--- src/rtl/dds_ctrl_word_gen.sv ---
// Key-driven generator of per-channel DDS frequency/phase words with edge-detected
// commands, auto-repeat on held step keys, step scaling and channel selection.
module dds_ctrl_word_gen #(
    parameter int W          = 16,
    parameter int CH         = 2,
    parameter int FRE_INIT   = 500,
    parameter int FRE_STEP   = 50,
    parameter int PHA_STEP   = 1000,
    parameter int SAT        = 0,
    parameter int REPEAT_DLY = 1000,
    parameter int REPEAT_PER = 200,
    localparam int CHW       = (CH > 1) ? $clog2(CH) : 1
) (
    input  logic              clk,
    input  logic              rst,
    input  logic [3:0]        key_value,
    output logic [CH*W-1:0]   fre_data,
    output logic [CH*W-1:0]   pha_data,
    output logic [CHW-1:0]    ch_sel,
    output logic [1:0]        step_sel,
    output logic              upd
);

    localparam int RMAX = (REPEAT_DLY > REPEAT_PER) ? REPEAT_DLY : REPEAT_PER;
    localparam int CW   = $clog2(RMAX + 1);
    localparam logic [W-1:0] FRE_INIT_W = W'(FRE_INIT);

    logic [CH-1:0][W-1:0] r_fre;
    logic [CH-1:0][W-1:0] r_pha;
    logic [CHW-1:0]       r_ch;
    logic [1:0]           r_step;
    logic                 r_upd;
    logic [3:0]           r_key_prev;
    logic [CW-1:0]        r_cnt;

    logic                 w_rep_key;
    logic                 w_press;
    logic                 w_held;
    logic                 w_fire;
    logic                 w_exec;
    logic [CW-1:0]        w_cnt_nxt;
    logic [W-1:0]         w_fre_step;
    logic [W-1:0]         w_pha_step;
    logic [W-1:0]         w_fre_cur;
    logic [W-1:0]         w_pha_cur;
    logic [W-1:0]         w_fre_nxt;
    logic [W-1:0]         w_pha_nxt;
    logic [W:0]           w_fre_add;
    logic [W:0]           w_fre_sub;

    // r_cnt counts down to the next repeat event; 0 means idle, so it can never
    // wrap into a spurious event. A load of 0 (REPEAT_DLY=0) disables repeat.
    always_comb begin
        w_rep_key = (key_value >= 4'd1) && (key_value <= 4'd4);
        w_press   = (key_value != 4'd0) && (key_value != r_key_prev);
        w_held    = (key_value != 4'd0) && (key_value == r_key_prev);
        w_fire    = w_press || (w_held && w_rep_key && (r_cnt == CW'(1)));
        w_exec    = w_fire && !key_value[3];
        w_cnt_nxt = '0;
        if (w_press)
            w_cnt_nxt = w_rep_key ? CW'(REPEAT_DLY) : '0;
        else if (w_held && (r_cnt != '0))
            w_cnt_nxt = (r_cnt == CW'(1)) ? CW'(REPEAT_PER) : r_cnt - CW'(1);
    end

    always_comb begin
        w_fre_step = W'(FRE_STEP) << {r_step, 1'b0};
        w_pha_step = W'(PHA_STEP) << {r_step, 1'b0};
        w_fre_cur  = '0;
        w_pha_cur  = '0;
        for (int n = 0; n < CH; n++) begin
            if (r_ch == CHW'(n)) begin
                w_fre_cur = r_fre[n];
                w_pha_cur = r_pha[n];
            end
        end
        w_fre_add = {1'b0, w_fre_cur} + {1'b0, w_fre_step};
        w_fre_sub = {1'b0, w_fre_cur} - {1'b0, w_fre_step};
        w_fre_nxt = w_fre_cur;
        w_pha_nxt = w_pha_cur;
        case (key_value)
            4'd1: w_fre_nxt = ((SAT != 0) && w_fre_add[W]) ? '1 : w_fre_add[W-1:0];
            4'd2: w_fre_nxt = ((SAT != 0) && w_fre_sub[W]) ? '0 : w_fre_sub[W-1:0];
            4'd3: w_pha_nxt = w_pha_cur + w_pha_step;
            4'd4: w_pha_nxt = w_pha_cur - w_pha_step;
            4'd7: begin
                w_fre_nxt = FRE_INIT_W;
                w_pha_nxt = '0;
            end
            default: ;
        endcase
    end

    always_ff @(posedge clk) begin
        if (rst) begin
            r_fre      <= {CH{FRE_INIT_W}};
            r_pha      <= '0;
            r_ch       <= '0;
            r_step     <= '0;
            r_upd      <= 1'b0;
            r_key_prev <= '0;
            r_cnt      <= '0;
        end else begin
            r_key_prev <= key_value;
            r_cnt      <= w_cnt_nxt;
            r_upd      <= w_exec;
            if (w_exec) begin
                for (int n = 0; n < CH; n++) begin
                    if (r_ch == CHW'(n)) begin
                        r_fre[n] <= w_fre_nxt;
                        r_pha[n] <= w_pha_nxt;
                    end
                end
                if (key_value == 4'd5)
                    r_ch <= (r_ch == CHW'(CH - 1)) ? '0 : r_ch + CHW'(1);
                if (key_value == 4'd6)
                    r_step <= r_step + 2'd1;
            end
        end
    end

    assign fre_data = r_fre;
    assign pha_data = r_pha;
    assign ch_sel   = r_ch;
    assign step_sel = r_step;
    assign upd      = r_upd;

endmodule

--- config.mk ---
export PLATFORM = sky130hd
export DESIGN_NAME = dds_ctrl_word_gen
export DESIGN_NICKNAME = d
export VERILOG_FILES = /design/src/rtl/dds_ctrl_word_gen.sv
export SDC_FILE = /design/constraint.sdc
export NUM_CORES = 1
export LEC_CHECK = 0
export CAP_MARGIN = 5
export CORE_ASPECT_RATIO = 1.75
export CORE_MARGIN = 2
export CORE_UTILIZATION = 45
export CTS_BUF_LIST = sky130_fd_sc_hd__clkbuf_4 sky130_fd_sc_hd__clkbuf_8
export CTS_CLUSTER_SIZE = 12
export DETAILED_ROUTE_END_ITERATION = 10
export GPL_ROUTABILITY_DRIVEN = 0
export HOLD_SLACK_MARGIN = 0.15
export PLACE_DENSITY = 0.66
export SLEW_MARGIN = 20
export SYNTH_ARGS = -nofsm -noshare
export SYNTH_HDL_FRONTEND = slang
export SYNTH_SLANG_ARGS = --single-unit
--- constraint.sdc ---
create_clock -name clk -period 6.3 [get_ports clk]
set_input_delay 1.26 -clock clk [delete_from_list [all_inputs] [get_ports clk]]
set_output_delay 1.26 -clock clk [all_outputs]
set_load 0.1 [all_outputs]
### Yosys cells after proc, flatten, opt, wreduce, memory -nomap -nowiden

Index checks and enable logic that the tools add are counted.

* add/subtract/negate cells: 7
* $mul: 0
* divide/modulo/power cells: 0
* $lt $le $gt $ge: 2
* equal/unequal tests: 10
* shift-type cells: 2
* mux-type cells: 9
* bitwise gates (word level): 1
* reductions and logical operators: 15

Operators by type and width (count)
* 16-bit case mux with 3 select lines: 2
* 10-bit two-way mux: 4
* 16-bit adder: 2
* 16-bit two-way mux: 2
* 16-bit subtractor: 2
* 4-bit by 3-bit == test with 1-bit output, second input constant: 4
* 10-bit by 3-bit << shifter with 16-bit output, first input constant: 1
* 6-bit by 3-bit << shifter with 16-bit output, first input constant: 1
* 10-bit by 1-bit == test with 1-bit output, second input constant: 1
* 10-bit nonzero test: 1
* 10-bit by 1-bit subtractor with 10-bit output, second input constant: 1
* 4-bit by 2-bit == test with 1-bit output, second input constant: 2
* 2-bit AND reduction: 4
* 1-bit logical AND: 7
* 4-bit by 1-bit == test with 1-bit output, second input constant: 1
* 4-bit == test: 1
* 4-bit by 1-bit >= comparator with 1-bit output, second input constant: 1
* 4-bit by 3-bit <= comparator with 1-bit output, second input constant: 1
* 4-bit != test: 1
* 4-bit nonzero test: 1
* 2-bit by 1-bit adder with 2-bit output, second input constant: 1
* 1-bit adder, second input constant: 1
* 1-bit zero test: 1
* 1-bit logical OR: 1
* other kinds (2): 2

* register bits after elaboration: 82
* latch bits: 0
* bits in writable memories: 0
* bits in read-only memories: 0
* input bits: 6
* output and inout bits: 68
* word-level logic and storage cells: 55
* memories kept: 0

### Logic depth before layout (Yosys ltp)

Gate-level depths: netlist of run 1.

* depth after elaboration: 7
* mapped depth: 14
* gate-level depth less buffers: 13

### Worst setup path after synthesis of run 1

OpenSTA, ideal clock, no wires.

* kind: in2reg
* start: input port key_value[1]
* end: register r_pha, in the netlist pha_data[31]
* setup time: 0.119 ns
* arrival time: 3.900 ns
* data required time: 6.181 ns
* path slack: 2.281 ns
* stages: 12
* path buffers: 2
* cells stage by stage: buf_2 -> or4b_4 -> clkbuf_1 -> nor2_1 -> a21oi_1 -> ha_1 -> nand4_1 -> a211o_1 -> and2_1 -> o21ai_0 -> xor2_1 -> a32o_1

* word-level cells in the longest chain between the ends: 7
* elaborated cells between the ends (all ways): 17
* classes of those cells: order compare (2); eq/ne (5); mux (1); reduce/logical (9)

Ends and longest elaborated chain
* start: declaration: line 16 `input logic [3:0] key_value,`
* 4-bit by 1-bit >= comparator with 1-bit output (tied with other cells): line 54 `w_rep_key = (key_value >= 4'd1) && (key_value <= 4'd4);`
* 1-bit logical AND (on tied branches): line 54, 56
* 1-bit logical AND (2 in series): line 57 `w_fire = w_press || (w_held && w_rep_key && (r_cnt == CW'(1)));`
* 1-bit logical OR: line 57
* 1-bit logical AND: line 58 `w_exec = w_fire && !key_value[3];`
* 2-bit AND reduction (no line)
* end signal: indexed assignment: line 111 `r_pha[n] <= w_pha_nxt;`
* end: declaration: line 29 `logic [CH-1:0][W-1:0] r_pha;`

Parallel ways exist; a longest one is shown, timed or not.
A chain may end at the register's enable or synchronous reset.

### Worst setup path in the final report of run 1

* start: input port key_value[3]
* end: register r_fre, in the netlist fre_data[14]

* word-level cells in the longest chain between the ends: 7
* elaborated cells between the ends (all ways): 18
* classes of those cells: order compare (2); eq/ne (5); mux (1); reduce/logical (10)

Ends and longest elaborated chain
* 4-bit by 1-bit >= comparator with 1-bit output (tied with other cells): line 54
* 1-bit logical AND (on tied branches): line 54, 56
* 1-bit logical AND (2 in series): line 57
* 1-bit logical OR: line 57
* 1-bit logical AND: line 58
* 2-bit AND reduction (no line)
* end signal: assignment: line 96 `r_fre <= {CH{FRE_INIT_W}};`
* end signal: indexed assignment: line 110 `r_fre[n] <= w_fre_nxt;`
* end: declaration: line 28 `logic [CH-1:0][W-1:0] r_fre;`

Parallel ways exist; a longest one is shown, timed or not.

==> metrics.txt, run 1 <==
status=completed; Most used DFF post-synth=dfxtp_1; CTS resizes=0; Syn Nets=689; CP startpoint kind=input pin; # IOs=74; pwr dens=224 nW/um^2; layout cells sized above 1=under 10%; CORE AREA=11600 sq um; Non-Filler Instances=839; vias per inst=6.06; Slew Viols, Final=0; IO Port Bufs=73; Die Y=149 um; Clock Power Share=28.7%; die width=86.8 um; hold_buf cts=0; RSZ-0062 raised after global routing=no; Detailed Route Iter0 Violations=235; Final Power=0.00143 W; hold_ws=0.465 ns; synthesized area per cell=8.38 sq um; worst-margin pin slew=between 1 and 1.5 ns; filler instances=1108; CP Max Fanout=15; GRT Util Overall=23.7%; CTS clk-pin slew, worst paths=roughly 0.09 ns; f_max=0.218 GHz; first-pass GRT wire length=24400 um; global route overflow=0; CTS Root Cell=clkbuf_8; # DRC=0; ANT cells=0; Worst EP arrival=a little under 5 ns; cell count after placement=~820; Area Growth Syn to Fin=18.7%; First-pass DRT Iterations=5; vias in the first global route=4930; Num CTS Buffers=9; Tmin final=4.58 ns; synthesized area=around 5400 sq um; # Post-CTS Setup Buffers=0; Sw Pwr=0.000546 W; Async S/R FF share, synth=0%; hpwl dp=11300 um; max cap viols=0; Seq cells post-synth=82; Post-synth EDFFs=0; commonest non-fill, non-tap cells in the layout=83 x nor2_1, 82 x dfxtp_1, 72 x clkdlybuf4s50_1, 41 x a21oi_1, 40 x nand2_1; Synth Instances=644; Yosys Warn Count=0; peak supply drop=~0.12 mV; Detail Route Antenna Nets=0; worst-case clock skew=0.00891 ns; design area=about 6400 sq um; Critical Path RT=6.53 ns; antenna violations before repair=0; Seq pwr share=39.1%; Crit. End Element=flop; Comb pwr share=32.3%; row cnt=between 50 and 60; Final Hold Fails=0; fraction of the cycle the final worst path needs=72.7%; Int Pwr=0.000885 W; clk sinks=82; layout net count=744; WL per Instance=18.0 um; CTS Buffer Depth=2; worst hold path type=reg2reg; Pleak=2.53 nW; most common cell after layout, fill and taps aside=nor2_1; # setup viols final=0; # H-tree levels=3; sequential fraction of the synthesis area=30.4%; Initial Util=46.3%; Yosys cell types=69; critical path class=in2reg; switching share of power=between 30% and 40%; CTS tree=built; setup TNS=0 ns; area post-placement=6190 sq um; Die ar.=12900 sq um; worst skew pair latency=0.38 ns; via count=between 5000 and 6000; Worst slew margin=26.0%; routed wire length=15100 um; largest net degree at the start of global routing=67
-- cells in the mapped netlist (16+ instances only) --
cell / count / area, sq um
a21oi_1: 41 / 205
dfxtp_1: 82 / 1640
clkbuf_1: 19 / 71.3
ha_1: 39 / 488
nand2_1: 40 / 150
mux2_2: 25 / 282
inv_1: 16 / 60.1
nor2_1: 83 / 312
a211oi_1: 38 / 285
nor3_1: 24 / 120
o21ai_0: 28 / 140
-- worst max-delay path: stages --
cell and delay [ns]:
clkdlybuf4s50_1 0.72, nor2_1 0.38, nand2_1 0.27, or3_1 0.36, o21ai_0 0.10, ha_1 0.28
a2111oi_0 0.09, or3_1 0.34, a211oi_1 0.42, a21oi_1 0.12, a311oi_1 0.35, a211oi_1 0.13
-- per-layer routing --
| metal | wire length [um] | track usage, % |
|---|---|---|
| met1 | 5850 | 25.4 |
| met2 | 8270 | 44.7 |
| met5 | 0 | 0 |
| met3 | 560 | 3.71 |
| met4 | 461 | 9.92 |
-- cell type report --
type | instances | area [sq um] | area share (%)
sequential | 82 | 1640 | 25.6
clock inverter | 6 | 71.3 | 1.11
timing repair buffer | 80 | 778 | 12.2
tap | 135 | 169 | 2.64
inverter | 16 | 60.1 | 0.938
multi-input combinational | 510 | 3540 | 55.4
clock buffer | 10 | 138 | 2.15
-- final timing paths --
path	start	to	slack, ns	cells after the start
setup / recovery	key_value[3]	fre_data[14]	1.72	12
hold / removal	pha_data[17]	pha_data[17]	0.46	1
setup reg to reg	step_sel[1]	fre_data[15]	2.40	13
hold reg to reg	pha_data[17]	pha_data[17]	0.46	1
-- power by group through the flow --
stage / combinational, W / sequential, W / clock (W)
2_1_floorplan: 0.000237 / 0.000692 / 0
3_5_place_dp: 0.000457 / 0.000571 / 0
4_1_cts: 0.000460 / 0.000559 / 0.000420
3_3_place_gp: 0.000450 / 0.000570 / 0
5_1_grt: 0.000497 / 0.000562 / 0.000439
6_report: 0.000462 / 0.000559 / 0.000410
-- flip-flops by register name, indices dropped and copies added, names as in the netlist --
register and count:
upd 1, pha_data 32, r_key_prev 4, step_sel 2, r_cnt 10, ch_sel 1
fre_data 32
-- kinds of logic (layout without fill, tap and decap cells) --
logic type      count (synthesis)  count (layout)  synth area share (%)
simple gates                  221             221                  20.4
mux                            35              35                  7.07
compound gates                185             185                  24.0
flops                          82              82                  30.4
xor+xnor                       30              30                  4.87
fa+ha+maj                      39              39                  9.05
buf+inv                        52             112                  4.15
-- through the flow --
step	util (%)	worst slack (ns)
final	55.0	1.72
after global placement	53.2	1.51
after detailed placement	53.2	1.40
after global routing	55.0	1.40
after CTS	55.0	1.75
after floorplan	-	2.28
No activity file was read; power rests on OpenSTA's default activity.
==> run 2, diff against run 1 <==
==> constraint.sdc (replaced) <==
create_clock -name clk -period 4.3 [get_ports clk]
set_input_delay 0.86 -clock clk [delete_from_list [all_inputs] [get_ports clk]]
set_output_delay 0.86 -clock clk [all_outputs]
set_load 0.1 [all_outputs]
==> metrics.txt, run 2 (same netlist as run 1, synthesis figures left out) <==
clk sinks=82; Clock Power Share=32.6%; commonest non-fill, non-tap cells in the layout=83 x nor2_1, 82 x dfxtp_1, 71 x clkdlybuf4s50_1, 41 x a21oi_1, 40 x nand2_1; Int Pwr=0.00142 W; antenna violations before repair=0; worst path cell trace=inv_1, ha_1, inv_1, ha_1, nand2_1, o41ai_1, ha_1, a21oi_1, o21ai_0, a2111oi_0, nor2_1, nor4_1, nor2_1; Crit. End Element=flop; peak supply drop=0.178 mV; Die ar.=12900 sq um; Initial Util=46.3%; f_max=0.249 GHz; via count=between 5000 and 6000; Worst slew margin=between 30 and 40%; CTS clk-pin slew, worst paths=0.10 ns; worst hold path type=reg2reg; # setup viols final=0; status=completed; ANT cells=0; first-pass GRT wire length=around 25000 um; Area Growth Syn to Fin=22.4%; max cap viols=0; Die Y=149 um; layout cells sized above 1=11.5%; pwr dens=339 nW/um^2; vias per inst=slightly below 6; Sw Pwr=0.000822 W; CTS Root Cell=clkbuf_8; worst skew pair latency=around 0.40 ns; critical path class=reg2reg; row cnt=between 50 and 60; WL per Instance=17.7 um; largest net degree at the start of global routing=49; filler instances=1073; First-pass DRT Iterations=4; layout net count=762; Worst EP arrival=4.31 ns; die width=approximately 87 um; Detailed Route Iter0 Violations=169; Pleak=2.65 nW; RSZ-0062 raised after global routing=no; hpwl dp=~12000 um; worst-margin pin slew=1.01 ns; Tmin final=4.02 ns; CP Max Fanout=8; IO Port Bufs=73; Seq pwr share=36.6%; post-place setup slack=between 0.1 and 0.15 ns; CTS Buffer Depth=2; most common cell after layout, fill and taps aside=nor2_1; Detail Route Antenna Nets=0; CP max-delay cell=dfxtp_1; CTS resizes=0; GRT Util Overall=24.4%; # DRC=0; hold_buf cts=0; # IOs=74; Comb pwr share=between 30% and 40%; Worst path max stage delay=0.57 ns; switching share of power=36.7%; vias in the first global route=5072; global route overflow=0; Crit path max-delay family=compound AO/OA/AOI/OAI gates; crit-path most repeated cell=ha_1; # H-tree levels=3; CP Buf/Inv Count=2; hold_ws=~0.46 ns; CTS tree=built; CP startpoint kind=flop; # Post-CTS Setup Buffers=0; setup TNS=0 ns; Final Hold Fails=0; worst-case clock skew=~0.016 ns; Slew Viols, Final=0; routed wire length=approximately 15000 um; Critical Path RT=4.59 ns; Num CTS Buffers=9; Final WS setup=0.280 ns; CORE AREA=11600 sq um; fraction of the cycle the final worst path needs=93.5%
## run 2: layout make-up
cell class                      instances  area (sq um)  share of cell area (%)
Sequential cell                        82          1640                    24.9
Multi-Input combinational cell        510          3540                    53.7
Clock inverter                          7           130                    1.97
Timing Repair Buffer                   98           936                    14.2
Clock buffer                            9           124                    1.88
Tap cell                              135           169                    2.56
Inverter                               16          60.1                   0.909
## run 2: power groups by stage
stage / logic, W / registers [W] / clock network (W)
3_3_place_gp: 0.000676 / 0.000836 / 0
6_report: 0.000690 / 0.000820 / 0.000729
2_1_floorplan: 0.000348 / 0.00101 / 0
3_5_place_dp: 0.000686 / 0.000838 / 0
5_1_grt: 0.000742 / 0.000825 / 0.000766
4_1_cts: 0.000689 / 0.000820 / 0.000737
## run 2: stage by stage
step                cell area [sq um]  util [%]  power, W  cells
global route                     6600      56.7   0.00233    857
finish                           6600      56.7   0.00224    857
floorplan                        5390         -   0.00136    644
CTS                              6600      56.7   0.00225    857
detailed placement               6350      54.5   0.00152    841
global placement                 6350      54.5   0.00151    841
## run 2: final timing paths
kind | endpoint | start | slack (ns) | depth (start not counted)
min | pha_data[2] | pha_data[2] | 0.46 | 1
max reg2reg | fre_data[15] | step_sel[0] | 0.28 | 13
max | fre_data[15] | step_sel[0] | 0.28 | 13
min reg2reg | pha_data[2] | pha_data[2] | 0.46 | 1
## run 2: layer usage
metal,GRT usage [%],routed length [um],vias up
met4,11.9,501,0
li1,-,-,2511
met2,45.0,8250,107
met5,0,0,-
met1,26.3,5920,2363
met3,3.60,497,41
